--- src/rtl/cache_fill_arbiter.sv ---
// Arbitrates ICACHE/DCACHE block refills onto the shared main memory and sequences word issue/return.
// Optional: define CACHE_FILL_CRITICAL_FIRST_EN for critical-word-first issue order and early_word_valid.
module cache_fill_arbiter #(
    parameter int ADDR_W          = 16,
    parameter int DATA_W          = 16,
    parameter int WORDS_PER_BLOCK = 8
) (
    input  logic              clk,
    input  logic              rst,
    input  logic              i_miss_req,
    input  logic [ADDR_W-1:0] i_miss_addr,
    input  logic              d_miss_req,
    input  logic [ADDR_W-1:0] d_miss_addr,
    output logic              mem_en,
    output logic [ADDR_W-1:0] mem_addr,
    input  logic              mem_data_valid,
    input  logic [DATA_W-1:0] mem_data_in,
    output logic              fill_we_i,
    output logic              fill_we_d,
    output logic [$clog2(WORDS_PER_BLOCK)-1:0] fill_idx,
    output logic [DATA_W-1:0] fill_data,
    output logic              fill_done_i,
    output logic              fill_done_d,
`ifdef CACHE_FILL_CRITICAL_FIRST_EN
    output logic              early_word_valid,
`endif
    output logic              ICACHE_miss,
    output logic              DCACHE_miss
);

    localparam int IDX_W = $clog2(WORDS_PER_BLOCK);
    localparam int OFF_W = IDX_W + 1;
    localparam logic [IDX_W-1:0] LAST_IDX = IDX_W'(WORDS_PER_BLOCK - 1);
    localparam logic [IDX_W-1:0] ONE_IDX  = IDX_W'(1);

    typedef enum logic [1:0] {IDLE, ISSUE, DRAIN} state_t;

    state_t                  state;
    logic                    owner_i;
    logic                    owner_d;
    logic [IDX_W-1:0]        issue_cnt;
    logic [IDX_W-1:0]        recv_cnt;
    logic [ADDR_W-OFF_W-1:0] base_hi;
    logic [IDX_W-1:0]        start_idx;
    logic [IDX_W-1:0]        next_issue;
    logic [ADDR_W-1:0]       grant_addr;
    logic [IDX_W-1:0]        grant_first;
    logic                    active;
    logic                    grant_ok;
    logic                    unused_addr_bits;

    assign active     = (state != IDLE);
    assign next_issue = issue_cnt + ONE_IDX;
    // No re-arbitration while a done pulse is out: the finished requester has not dropped its request yet.
    assign grant_ok   = !fill_done_i && !fill_done_d && (d_miss_req || i_miss_req);

    always_comb begin
        grant_addr = i_miss_addr;
        if (d_miss_req)
            grant_addr = d_miss_addr;
    end

`ifdef CACHE_FILL_CRITICAL_FIRST_EN
    logic [IDX_W-1:0] start_q;

    assign grant_first      = grant_addr[OFF_W-1:1];
    assign start_idx        = start_q;
    assign early_word_valid = active && mem_data_valid && (recv_cnt == '0);
    assign unused_addr_bits = ^{i_miss_addr[0], d_miss_addr[0]};

    always_ff @(posedge clk or posedge rst) begin
        if (rst)
            start_q <= '0;
        else if (state == IDLE && grant_ok)
            start_q <= grant_first;
    end
`else
    assign grant_first      = '0;
    assign start_idx        = '0;
    assign unused_addr_bits = ^{i_miss_addr[OFF_W-1:0], d_miss_addr[OFF_W-1:0]};
`endif

    assign fill_we_i   = active && owner_i && mem_data_valid;
    assign fill_we_d   = active && owner_d && mem_data_valid;
    assign fill_idx    = start_idx + recv_cnt;
    assign fill_data   = mem_data_in;
    assign ICACHE_miss = i_miss_req && !fill_done_i;
    assign DCACHE_miss = d_miss_req && !fill_done_d;

    always_ff @(posedge clk or posedge rst) begin
        if (rst) begin
            state       <= IDLE;
            owner_i     <= 1'b0;
            owner_d     <= 1'b0;
            issue_cnt   <= '0;
            recv_cnt    <= '0;
            base_hi     <= '0;
            mem_en      <= 1'b0;
            mem_addr    <= '0;
            fill_done_i <= 1'b0;
            fill_done_d <= 1'b0;
        end else begin
            fill_done_i <= 1'b0;
            fill_done_d <= 1'b0;
            case (state)
                IDLE: begin
                    if (grant_ok) begin
                        owner_d   <= d_miss_req;
                        owner_i   <= !d_miss_req;
                        base_hi   <= grant_addr[ADDR_W-1:OFF_W];
                        issue_cnt <= '0;
                        recv_cnt  <= '0;
                        mem_en    <= 1'b1;
                        mem_addr  <= {grant_addr[ADDR_W-1:OFF_W], grant_first, 1'b0};
                        state     <= ISSUE;
                    end
                end
                ISSUE: begin
                    if (issue_cnt == LAST_IDX) begin
                        mem_en <= 1'b0;
                        state  <= DRAIN;
                    end else begin
                        issue_cnt <= next_issue;
                        mem_addr  <= {base_hi, start_idx + next_issue, 1'b0};
                    end
                end
                DRAIN: ;
                default: state <= IDLE;
            endcase

            if (active && mem_data_valid) begin
                recv_cnt <= recv_cnt + ONE_IDX;
                if (recv_cnt == LAST_IDX) begin
                    fill_done_i <= owner_i;
                    fill_done_d <= owner_d;
                    owner_i     <= 1'b0;
                    owner_d     <= 1'b0;
                    mem_en      <= 1'b0;
                    state       <= IDLE;
                end
            end
        end
    end

endmodule

--- config.mk ---
export PLATFORM = sky130hd
export DESIGN_NAME = cache_fill_arbiter
export DESIGN_NICKNAME = d
export VERILOG_FILES = /design/src/rtl/cache_fill_arbiter.sv
export SDC_FILE = /design/constraint.sdc
export NUM_CORES = 1
export LEC_CHECK = 0
export BUFFER_PORTS_ARGS = -buffer_cell sky130_fd_sc_hd__buf_2
export CAP_MARGIN = 20
export CORE_UTILIZATION = 45
export CTS_BUF_LIST = sky130_fd_sc_hd__clkbuf_16
export DETAILED_ROUTE_END_ITERATION = 8
export PLACE_DENSITY_LB_ADDON = 0.12
export SETUP_SLACK_MARGIN = 0.3
export SLEW_MARGIN = 10
export SYNTH_ARGS = -nofsm -noshare
export SYNTH_HDL_FRONTEND = slang
export SYNTH_SLANG_ARGS = --single-unit
--- constraint.sdc ---
create_clock -name clk -period 2.8 [get_ports clk]
set_input_delay 0.42 -clock clk [delete_from_list [all_inputs] [get_ports clk]]
set_output_delay 0.42 -clock clk [all_outputs]
set_load 0.05 [all_outputs]
==> results of run 1 <==
==> final cells by class <==
class	instances	area (um2)
Tap cell	48	60.06
Multi-Input combinational cell	95	719.4
Sequential cell	37	925.9
Clock inverter	2	7.507
Clock buffer	5	125.1
Inverter	3	11.26
Timing Repair Buffer	55	280.3
Fill cell	328	1642
==> worst paths after layout <==
kind                                                 to  slack [ns]  cells past startpoint
worst min-delay path                 state[1]$_DFF_PP0_        0.24                      3
worst max register to register  mem_addr[7]$_DFFE_PP0P_        0.71                      5
max in group asynchronous       mem_addr[6]$_DFFE_PP0P_        2.21                      3
worst max-delay path            mem_addr[7]$_DFFE_PP0P_        0.71                      5
worst min register to register   base_hi[3]$_DFFE_PP0P_        0.49                      1
min in group clk                 base_hi[3]$_DFFE_PP0P_        0.49                      1
==> stage by stage <==
stage	util, %	power (mW)	hold WS [ns]	cell area, um2	std cells
after global routing	56.47	3.062	0.3189	2130	245
after global placement	52.95	2.356	0.4733	1997	238
final	56.47	2.880	0.2441	2130	245
after detailed placement	52.95	2.396	0.4807	1997	238
after floorplan	-	2.150	0.4648	1826	160
after CTS	56.47	2.908	0.2633	2130	245
==> worst max-delay path, stage by stage, from the launching register on <==
cell	delay, ns
dfrtp_1	0.40
ha_1	0.21
ha_1	0.18
or3b_2	0.69
o21ai_4	0.26
o221a_2	0.28
==> metal layers <==
| layer | wire (um) | up-vias |
|---|---|---|
| li1 | - | 636 |
| met1 | 1644 | 631 |
| met2 | 1736 | 50 |
| met3 | 250 | 22 |
| met4 | 96 | 0 |
| met5 | 0 | - |
==> placed cells by master (no fill, tap or decap), drive strengths merged, types with 2 or more instances in the layout <==
cell,count
o221a,12
o21a,13
buf,55
inv,4
nor2,2
nand2,9
and3,2
clkbuf,5
dfrtp,37
o21ai,7
nor2b,2
mux2i,13
a21oi,5
and2,3
o22ai,2
ha,4
nand3,12
==> report_power, final <==
part	switching (mW)	internal [mW]
logic	0.948	0.484
clock network	0.187	0.318
registers	0.155	0.789
total	1.29	1.59
==> kinds of logic after synthesis <==
kind of cell             Yosys count
AO/OA/AOI/OAI                     40
AND/OR/NAND/NOR                   37
flip-flops                        37
buffers and inverters             28
multiplexers                      13
adder cells (fa/ha/maj)            4
other                              1
==> flip-flops by register name, indices dropped and copies added, names as in the netlist <==
name,count
issue_cnt,2
owner_d,1
base_hi,12
state,2
fill_done_d,1
fill_done_i,1
mem_en,1
mem_addr,13
owner_i,1
recv_cnt,3
==> metrics.md, run 1 <==
| Metric | Value |
|---|---|
| Outcome | `complete, no violations` |
| Core Area | `3771 um2` |
| CTS tree | `built` |
| DR DRC count | `0` |
| Critical path type | `flop to flop` |
| FMAX | `477.7 MHz` |
| Adder-Cell Fraction of Synth Area | `2.742%` |
| Post-Syn Area | `1826 um2` |
| Area fraction of the dominant cell type after synthesis | `50.72%` |
| EDFF count, synth | `0` |
| Largest family of logic cells by synthesized area | `compound AO/OA/AOI/OAI gates` |
| Area Overhead vs Synth | `16.66%` |
| Max-cap viol count | `0` |
| Yosys cell types | `30` |
| Vias | `1,339` |
| Post-CTS sizing | `0` |
| Setup TNS | `0 ns` |
| Worst-case clock buffer depth | `2` |
| Post-route ant nets | `0` |
| Synth top area cells | `dfrtp_1 (51%), buf_4 (7.4%), o221a_2 (7.4%)` |
| Buffers on Ports | `53` |
| Element type at the critical path end | `flop` |
| Top cells by count, synth | `dfrtp_1 (37), buf_4 (18), mux2i_1 (13), o21a_1 (13)` |
| Ys flop type | `dfrtp_1` |
| Share of post-route cells with drive strength above 1 | `39.59%` |
| CP required | `3.01 ns` |
| Root buffer cell | `clkbuf_16` |
| Met1 GRT Util | `23.25%` |
| Met3 Usage GRT | `5.903%` |
| Crit-path max FO | `19` |
| CTS Sinks | `37` |
| Hold Vio Cnt, Final | `0` |
| Cell with the most instances after synthesis | `dfrtp_1` |
| Initial Util | `48.41%` |
| DRT iter0 DRCs | `49` |
| Worst Setup Slack, final | `0.7068 ns` |
| Detailed Route WL | `3726 um` |
| Initial antenna violation count | `0` |
| RSZ-0062 raised after global routing | `false` |
| Setup violations, final | `0` |
| First-pass GRT wire length | `6410 um` |
| Final Max Tran Viols | `0` |
| Post-Synth Simple-Gate Area | `11.24%` |
| Final #Nets | `254` |
| Die ar. | `4315 um2` |
| Die width | `65.69 um` |
| Worst-Margin Slew | `0.5371 ns` |
| FFs w/ async S/R, synth | `100.0%` |
| Ant diodes | `0` |
| Die Y | `65.69 um` |
| Origin of the worst setup path | `issue_cnt[0]$_DFFE_PP0P_` |
| Synth Net Count | `217` |
| Num rows | `22` |
| GRT Util Overall | `19.99%` |
| Pwr dens | `1352 nW/um2` |
| Setup WS pre-CTS | `0.7070 ns` |
| Routing usage on met2 | `33.67%` |
| GPL Wtd Cong | `0.7156` |
| Average via count per standard cell | `5.465` |
| Wire per inst | `15.21 um` |
| Post-CTS setup buffers | `0` |
| Period utilization | `74.76%` |
| VDD IR-drop max | `0.6663 mV` |
| Register clock-pin slew on the reported worst setup and hold paths | `0.05 ns` |
| Max_slew headroom | `64.06%` |
| Post-Synth XOR/XNOR Area | `0%` |
| I/O pin total | `95` |
| Vias in the first global route | `1,424` |
| HP Class | `primary input to async pin` |
| Drt pass-1 iters | `4` |
| Mux share of post-synthesis cell area | `7.128%` |
| CTS Hold Bufs | `0` |
| GR peak layer | `met2` |
| Complex-gate fraction of the synthesized area | `17.75%` |
| Clock Latency Late Sink | `0.27 ns` |
| Estimated wirelength of the detail-placed design | `2588 um` |
| Yosys reg bits | `37` |
| Cell count after synthesis | `160` |
| Syn. warnings | `0` |
| Leading area contributor after synthesis | `dfrtp_1` |
| Period minus WS final | `2.093 ns` |
| Max H-tree Level | `2` |
| Pleak | `1.012 nW` |
| Post-synthesis area per instance | `11.41 um2` |
| Num CTS Buffers | `5` |
| Startpoint Class | `flop` |
| Sequential share of the synthesized area | `50.72%` |
| Largest net degree at the start of global routing | `38` |
| Skew final | `0.004407 ns` |
| Worst r2r src | `issue_cnt[0]$_DFFE_PP0P_` |
| Critical path arrival | `2.30 ns` |
| Total gr overflow | `0` |
(Power assumes the default switching activity.)
==> inputs of run 2 (changes only) <==
CORE_UTILIZATION = 40   (was 45)
clock period = 1.9 ns   (was 2.8 ns; I/O delays follow)
==> run 2 against run 1 <==
Against the previous run: combinational power is 90% higher; sequential share of layout area is 5.9 points lower; clock power is 80% higher; largest power group unchanged; count of clock-buffer cells in the layout stayed put; non-clock buffer count is 20 higher; first-iteration DRC count is 22% lower; critical endpoint unchanged; critical path type unchanged; largest cell class unchanged.
==> metrics.md, run 2 (same netlist as run 1, synthesis figures left out) <==
| Metric | Value |
|---|---|
| Outcome | `complete, no violations` |
| Vias in the first global route | `1,491` |
| Die width | `69.56 um` |
| Crit-path max cell delay | `0.43 ns` |
| Setup violations, final | `0` |
| Levels on crit path | `5` |
| Origin of the worst setup path | `issue_cnt[1]$_DFFE_PP0P_` |
| Num CTS Buffers | `5` |
| Crit-path slowest cell | `dfrtp_2` |
| Element type at the critical path end | `flop` |
| Most flop-heavy register | `mem_addr` |
| Max-cap viol count | `0` |
| Worst-case clock buffer depth | `2` |
| Startpoint Class | `flop` |
| FMAX | `585.0 MHz` |
| GRT Util Overall | `18.56%` |
| HP Class | `primary input to async pin` |
| Largest net degree at the start of global routing | `20` |
| Crit-path max FO | `10` |
| CP dominant cell by count | `ha_4` |
| Period minus WS final | `1.709 ns` |
| Max reg flops | `13` |
| Worst Path Buf+Inv | `1` |
| Hold Vio Cnt, Final | `0` |
| Final Max Tran Viols | `0` |
| Initial Util | `41.64%` |
| Estimated wirelength of the detail-placed design | `3034 um` |
| Pleak | `1.158 nW` |
| Crit path max-delay family | `flip-flops` |
| FF-to-FF setup slack | `0.19 ns` |
| Detailed Route WL | `4410 um` |
| Fill count | `384` |
| Pwr dens | `2031 nW/um2` |
| Root buffer cell | `clkbuf_16` |
| Drt pass-1 iters | `4` |
| CTS tree | `built` |
| Max_slew headroom | `49.93%` |
| Worst-Margin Slew | `0.7503 ns` |
| CP endpoint | `mem_addr[7]$_DFFE_PP0P_` |
| DRT iter0 DRCs | `38` |
| Most common library cell in the layout ignoring fill and taps | `buf_2` |
| Biggest regs | `mem_addr x13, base_hi x12, recv_cnt x3` |
| R2r worst-path depth | `5` |
| Post-route ant nets | `0` |
| GPL Wtd Cong | `0.7374` |
| Die Y | `69.56 um` |
| Area Overhead vs Synth | `35.64%` |
| Register clock-pin slew on the reported worst setup and hold paths | `0.06 ns` |
| Skew final | `0.007225 ns` |
| Final #Nets | `274` |
| Die ar. | `4838 um2` |
| Final core utilization | `56.48%` |
| Critical path arrival | `1.86 ns` |
| Period utilization | `89.96%` |
| Share of post-route cells with drive strength above 1 | `51.83%` |
| First-pass GRT wire length | `7176 um` |
| Critical path, cell by cell | `ha_4 > ha_4 > or3b_4 > buf_6 > o221a_2` |
| DR DRC count | `0` |
| Vias | `1,454` |
| VDD IR-drop max | `0.7754 mV` |
| CTS Sinks | `37` |
| R2R Path End | `mem_addr[7]$_DFFE_PP0P_` |
| Wire per inst | `16.33 um` |
| CP required | `2.05 ns` |
| RSZ-0062 raised after global routing | `true` |
| Max H-tree Level | `2` |
| Most frequent cells in the layout | `buf_2 (51), dfrtp_1 (33), mux2i_1 (13), nand3_1 (12), o21a_1 (12)` |
| Setup TNS | `0 ns` |
| Ant diodes | `0` |
| Initial antenna violation count | `0` |
| Average via count per standard cell | `5.385` |
| Core Area | `4384 um2` |
| Clock Latency Late Sink | `0.27 ns` |
| CTS Hold Bufs | `0` |
| Total gr overflow | `0` |
| Critical path type | `flop to flop` |
| Total power | `5.029 mW` |
| Worst r2r src | `issue_cnt[1]$_DFFE_PP0P_` |
| Buffers on Ports | `53` |
| Num rows | `24` |
| I/O pin total | `95` |
==> run 2: cell type report <==
cell class	count	area [um2]	share of cell area (%)
Multi-Input combinational cell	95	822.0	33.20
Timing Repair Buffer	75	484.2	19.56
Sequential cell	37	930.9	37.59
Tap cell	52	65.06	2.628
Clock buffer	5	125.1	5.053
Inverter	3	11.26	0.4548
Clock inverter	3	37.54	1.516
==> run 2: how the worst min path moves through the flow <==
| stage | endpoint | depth (start not counted) | from |
|---|---|---|---|
| 3_5_place_dp | mem_en$_DFF_PP0_ | 2 | rst |
| 2_1_floorplan | base_hi[0]$_DFFE_PP0P_ | 1 | rst |
| 5_1_grt | state[1]$_DFF_PP0_ | 2 | rst |
| 4_1_cts | mem_en$_DFF_PP0_ | 2 | rst |
| 6_report | mem_en$_DFF_PP0_ | 2 | rst |
| 3_3_place_gp | state[1]$_DFF_PP0_ | 2 | rst |
==> run 2: layer usage <==
layer | vias to the layer above | track usage, % | share of wire [%]
met5 | - | 0 | 0
li1 | 675 | - | -
met2 | 55 | 30.85 | 49
met4 | 0 | 4.762 | 1.2
met3 | 9 | 4.360 | 5.2
met1 | 715 | 24.38 | 45
==> run 2: timing repair <==
action | 4_1_cts | 5_1_grt
gates cloned | 0 | 1
endpoints found under the setup margin | 25 | 33
resized for setup | 10 | 19
pin swaps | 1 | 6
endpoints found under the hold margin | 0 | 0
buffers inserted | 7 | 2
==> run 2: through the flow <==
step           cells  cell area [um2]  hold WS, ns  setup WS (ns)
3_3_place_gp     252             2147       0.4247         0.1811
3_5_place_dp     252             2147       0.4565         0.1633
6_report         270             2476       0.1348         0.1907
5_1_grt          270             2476       0.2128         0.1603
2_1_floorplan    160             1914       0.4644        0.04029
4_1_cts          267             2397       0.1698         0.1905
==> run 2: power breakdown <==
group          total (mW)  leakage [nW]  switching [mW]  internal [mW]
clock               0.906        0.0826           0.297          0.609
sequential           1.42         0.419           0.249           1.17
combinational        2.71         0.656            1.57           1.14
total                5.03          1.16            2.12           2.91
==> inputs of run 3 (changes only) <==
--- a/config.mk
+++ b/config.mk
@@ -11,5 +11,5 @@
 export CTS_BUF_LIST = sky130_fd_sc_hd__clkbuf_16
 export DETAILED_ROUTE_END_ITERATION = 8
-export PLACE_DENSITY_LB_ADDON = 0.12
+export PLACE_DENSITY = 0.77
 export SETUP_SLACK_MARGIN = 0.3
 export SLEW_MARGIN = 10
==> constraint.sdc (replaced) <==
create_clock -name clk -period 1.9 [get_ports clk]
set_input_delay 0.095 -clock clk [delete_from_list [all_inputs] [get_ports clk]]
set_output_delay 0.095 -clock clk [all_outputs]
set_load 0.05 [all_outputs]
==> run 3 against run 2 <==
Against the previous run: worst hold slack better by 0.051 ns; clock skew is 0.0022 ns lower; routed wire length is 14% lower; sequential power hardly changed; power is 5.9% lower; via count is 5.1% lower; cell count is 2.2% lower; worst setup slack better by 0.018 ns; non-clock buffer count is 6 lower; register-to-register slack better by 0.02 ns; global-route usage is 1.5 points lower; critical path type unchanged; critical endpoint unchanged; largest cell class unchanged.
==> metrics.md, run 3 (same netlist as run 1, synthesis figures left out) <==
| Metric | Value |
|---|---|
| Startpoint Class | `flop` |
| Period minus WS final | `1.691 ns` |
| Wire per inst | `14.44 um` |
| Critical path type | `flop to flop` |
| Num rows | `24` |
| HP Class | `primary input to flop` |
| CP required | `2.06 ns` |
| CTS tree | `built` |
| Biggest regs | `mem_addr x13, base_hi x12, recv_cnt x3` |
| Share of post-route cells with drive strength above 1 | `45.75%` |
| Vias in the first global route | `1,418` |
| Element type at the critical path end | `flop` |
| Post-route ant nets | `0` |
| Pleak | `1.108 nW` |
| Num CTS Buffers | `5` |
| Outcome | `complete, no violations` |
| Max-cap viol count | `0` |
| Detailed Route WL | `3811 um` |
| Register clock-pin slew on the reported worst setup and hold paths | `0.05 ns` |
| Sw frac | `43.31%` |
| Initial Util | `41.64%` |
| Clock network fraction of design power | `16.1%` |
| GRT Util Overall | `17.06%` |
| Core Area | `4384 um2` |
| Worst-Margin Slew | `0.5949 ns` |
| I/O pin total | `95` |
| First-pass GRT wire length | `6486 um` |
| Buffers on Ports | `53` |
| GPL Wtd Cong | `0.7743` |
| Die width | `69.56 um` |
| Die Y | `69.56 um` |
| Drt pass-1 iters | `5` |
| Worst-case clock buffer depth | `2` |
| Setup violations, final | `0` |
| Comb power frac | `53.9%` |
| Period utilization | `89.01%` |
| Die ar. | `4838 um2` |
| Hold Vio Cnt, Final | `0` |
| DR DRC count | `0` |
| Total gr overflow | `0` |
| Most flop-heavy register | `mem_addr` |
| DRT iter0 DRCs | `42` |
| Vias | `1,380` |
| Area Overhead vs Synth | `28.99%` |
| Pwr dens | `2011 nW/um2` |
| Skew final | `0.005071 ns` |
| Post-DP Area | `2130 um2` |
| Estimated wirelength of the detail-placed design | `2737 um` |
| FMAX | `591.3 MHz` |
| Internal power | `2.684 mW` |
| Initial antenna violation count | `0` |
| VDD IR-drop max | `0.9675 mV` |
| Clock Latency Late Sink | `0.28 ns` |
| CTS Sinks | `37` |
| Average via count per standard cell | `5.227` |
| FF-to-FF setup slack | `0.21 ns` |
| P_sw | `2.051 mW` |
| Ant diodes | `0` |
| Critical path arrival | `1.85 ns` |
| Most frequent cells in the layout | `buf_2 (53), dfrtp_1 (33), mux2i_1 (13), o21a_1 (13), nand3_1 (12)` |
| RSZ-0062 raised after global routing | `true` |
| Crit-path max FO | `10` |
| Setup TNS | `0 ns` |
| Max H-tree Level | `2` |
| Flop pwr share | `30.0%` |
| Final instance area | `2355 um2` |
| Most common library cell in the layout ignoring fill and taps | `buf_2` |
| Largest net degree at the start of global routing | `38` |
| Final #Nets | `268` |
| Max reg flops | `13` |
| Root buffer cell | `clkbuf_16` |
| Max_slew headroom | `60.19%` |
| Final Max Tran Viols | `0` |
==> run 3: timing repair <==
action / CTS / global route
hold endpoints to repair: 37 / 0
setup buffers: 5 / 0
pin swaps: 1 / 0
setup endpoints to repair: 22 / 14
gates cloned: 0 / 0
gates resized for setup: 6 / 1
hold buffers: 1 / 0
==> run 3: cell type report <==
type                    count  area, um2
fillers                   385       2029
inverters                   3      11.26
clock buffers               5      125.1
repair buffers             69      402.9
multi-input cells          95      808.3
flip-flops and latches     37      930.9
clock inverters             3      11.26
well taps                  52      65.06
==> run 3: final timing paths <==
kind | end | from | depth (start not counted)
setup / recovery | mem_addr[7]$_DFFE_PP0P_ | issue_cnt[1]$_DFFE_PP0P_ | 5
setup reg to reg | mem_addr[7]$_DFFE_PP0P_ | issue_cnt[1]$_DFFE_PP0P_ | 5
hold / removal | base_hi[10]$_DFFE_PP0P_ | i_miss_addr[14] | 4
hold reg to reg | base_hi[3]$_DFFE_PP0P_ | base_hi[3]$_DFFE_PP0P_ | 1
max in group asynchronous | fill_done_d$_DFF_PP0_ | rst | 4
min in group asynchronous | issue_cnt[1]$_DFFE_PP0P_ | rst | 4
==> run 3: stage by stage <==
step                      hold WS, ns  worst slack [ns]  std cells  power [mW]  util (%)
after CTS                      0.1826            0.2030        264       4.777     53.62
final                          0.1861            0.2088        264       4.734     53.71
after global routing           0.1901            0.1769        264       5.023     53.71
after floorplan                0.2744           0.04029        160       3.371         -
after global placement         0.1903            0.1806        250       3.750     48.57
after detailed placement       0.1903            0.1665        250       3.820     48.57
==> run 3: power groups by stage <==
stage | Combinational, mW | Clock [mW] | Sequential (mW)
after floorplan | 1.29 | 0 | 2.08
after global placement | 2.33 | 0 | 1.42
after detailed placement | 2.39 | 0 | 1.43
after CTS | 2.57 | 0.782 | 1.42
after global routing | 2.74 | 0.816 | 1.46
final | 2.55 | 0.763 | 1.42
==> run 3: worst max-delay path, cell delays in order (launching register included) <==
cell	delay [ns]
dfrtp_2	0.42
ha_4	0.17
ha_4	0.15
or3b_4	0.41
buf_6	0.16
o221a_2	0.27
==> run 3: layer usage <==
| metal | global-route usage [%] | wire, um |
|---|---|---|
| met1 | 22.31 | 1763 |
| met2 | 27.40 | 1825 |
| met3 | 4.070 | 182 |
| met4 | 6.576 | 39 |
| met5 | 0 | 0 |
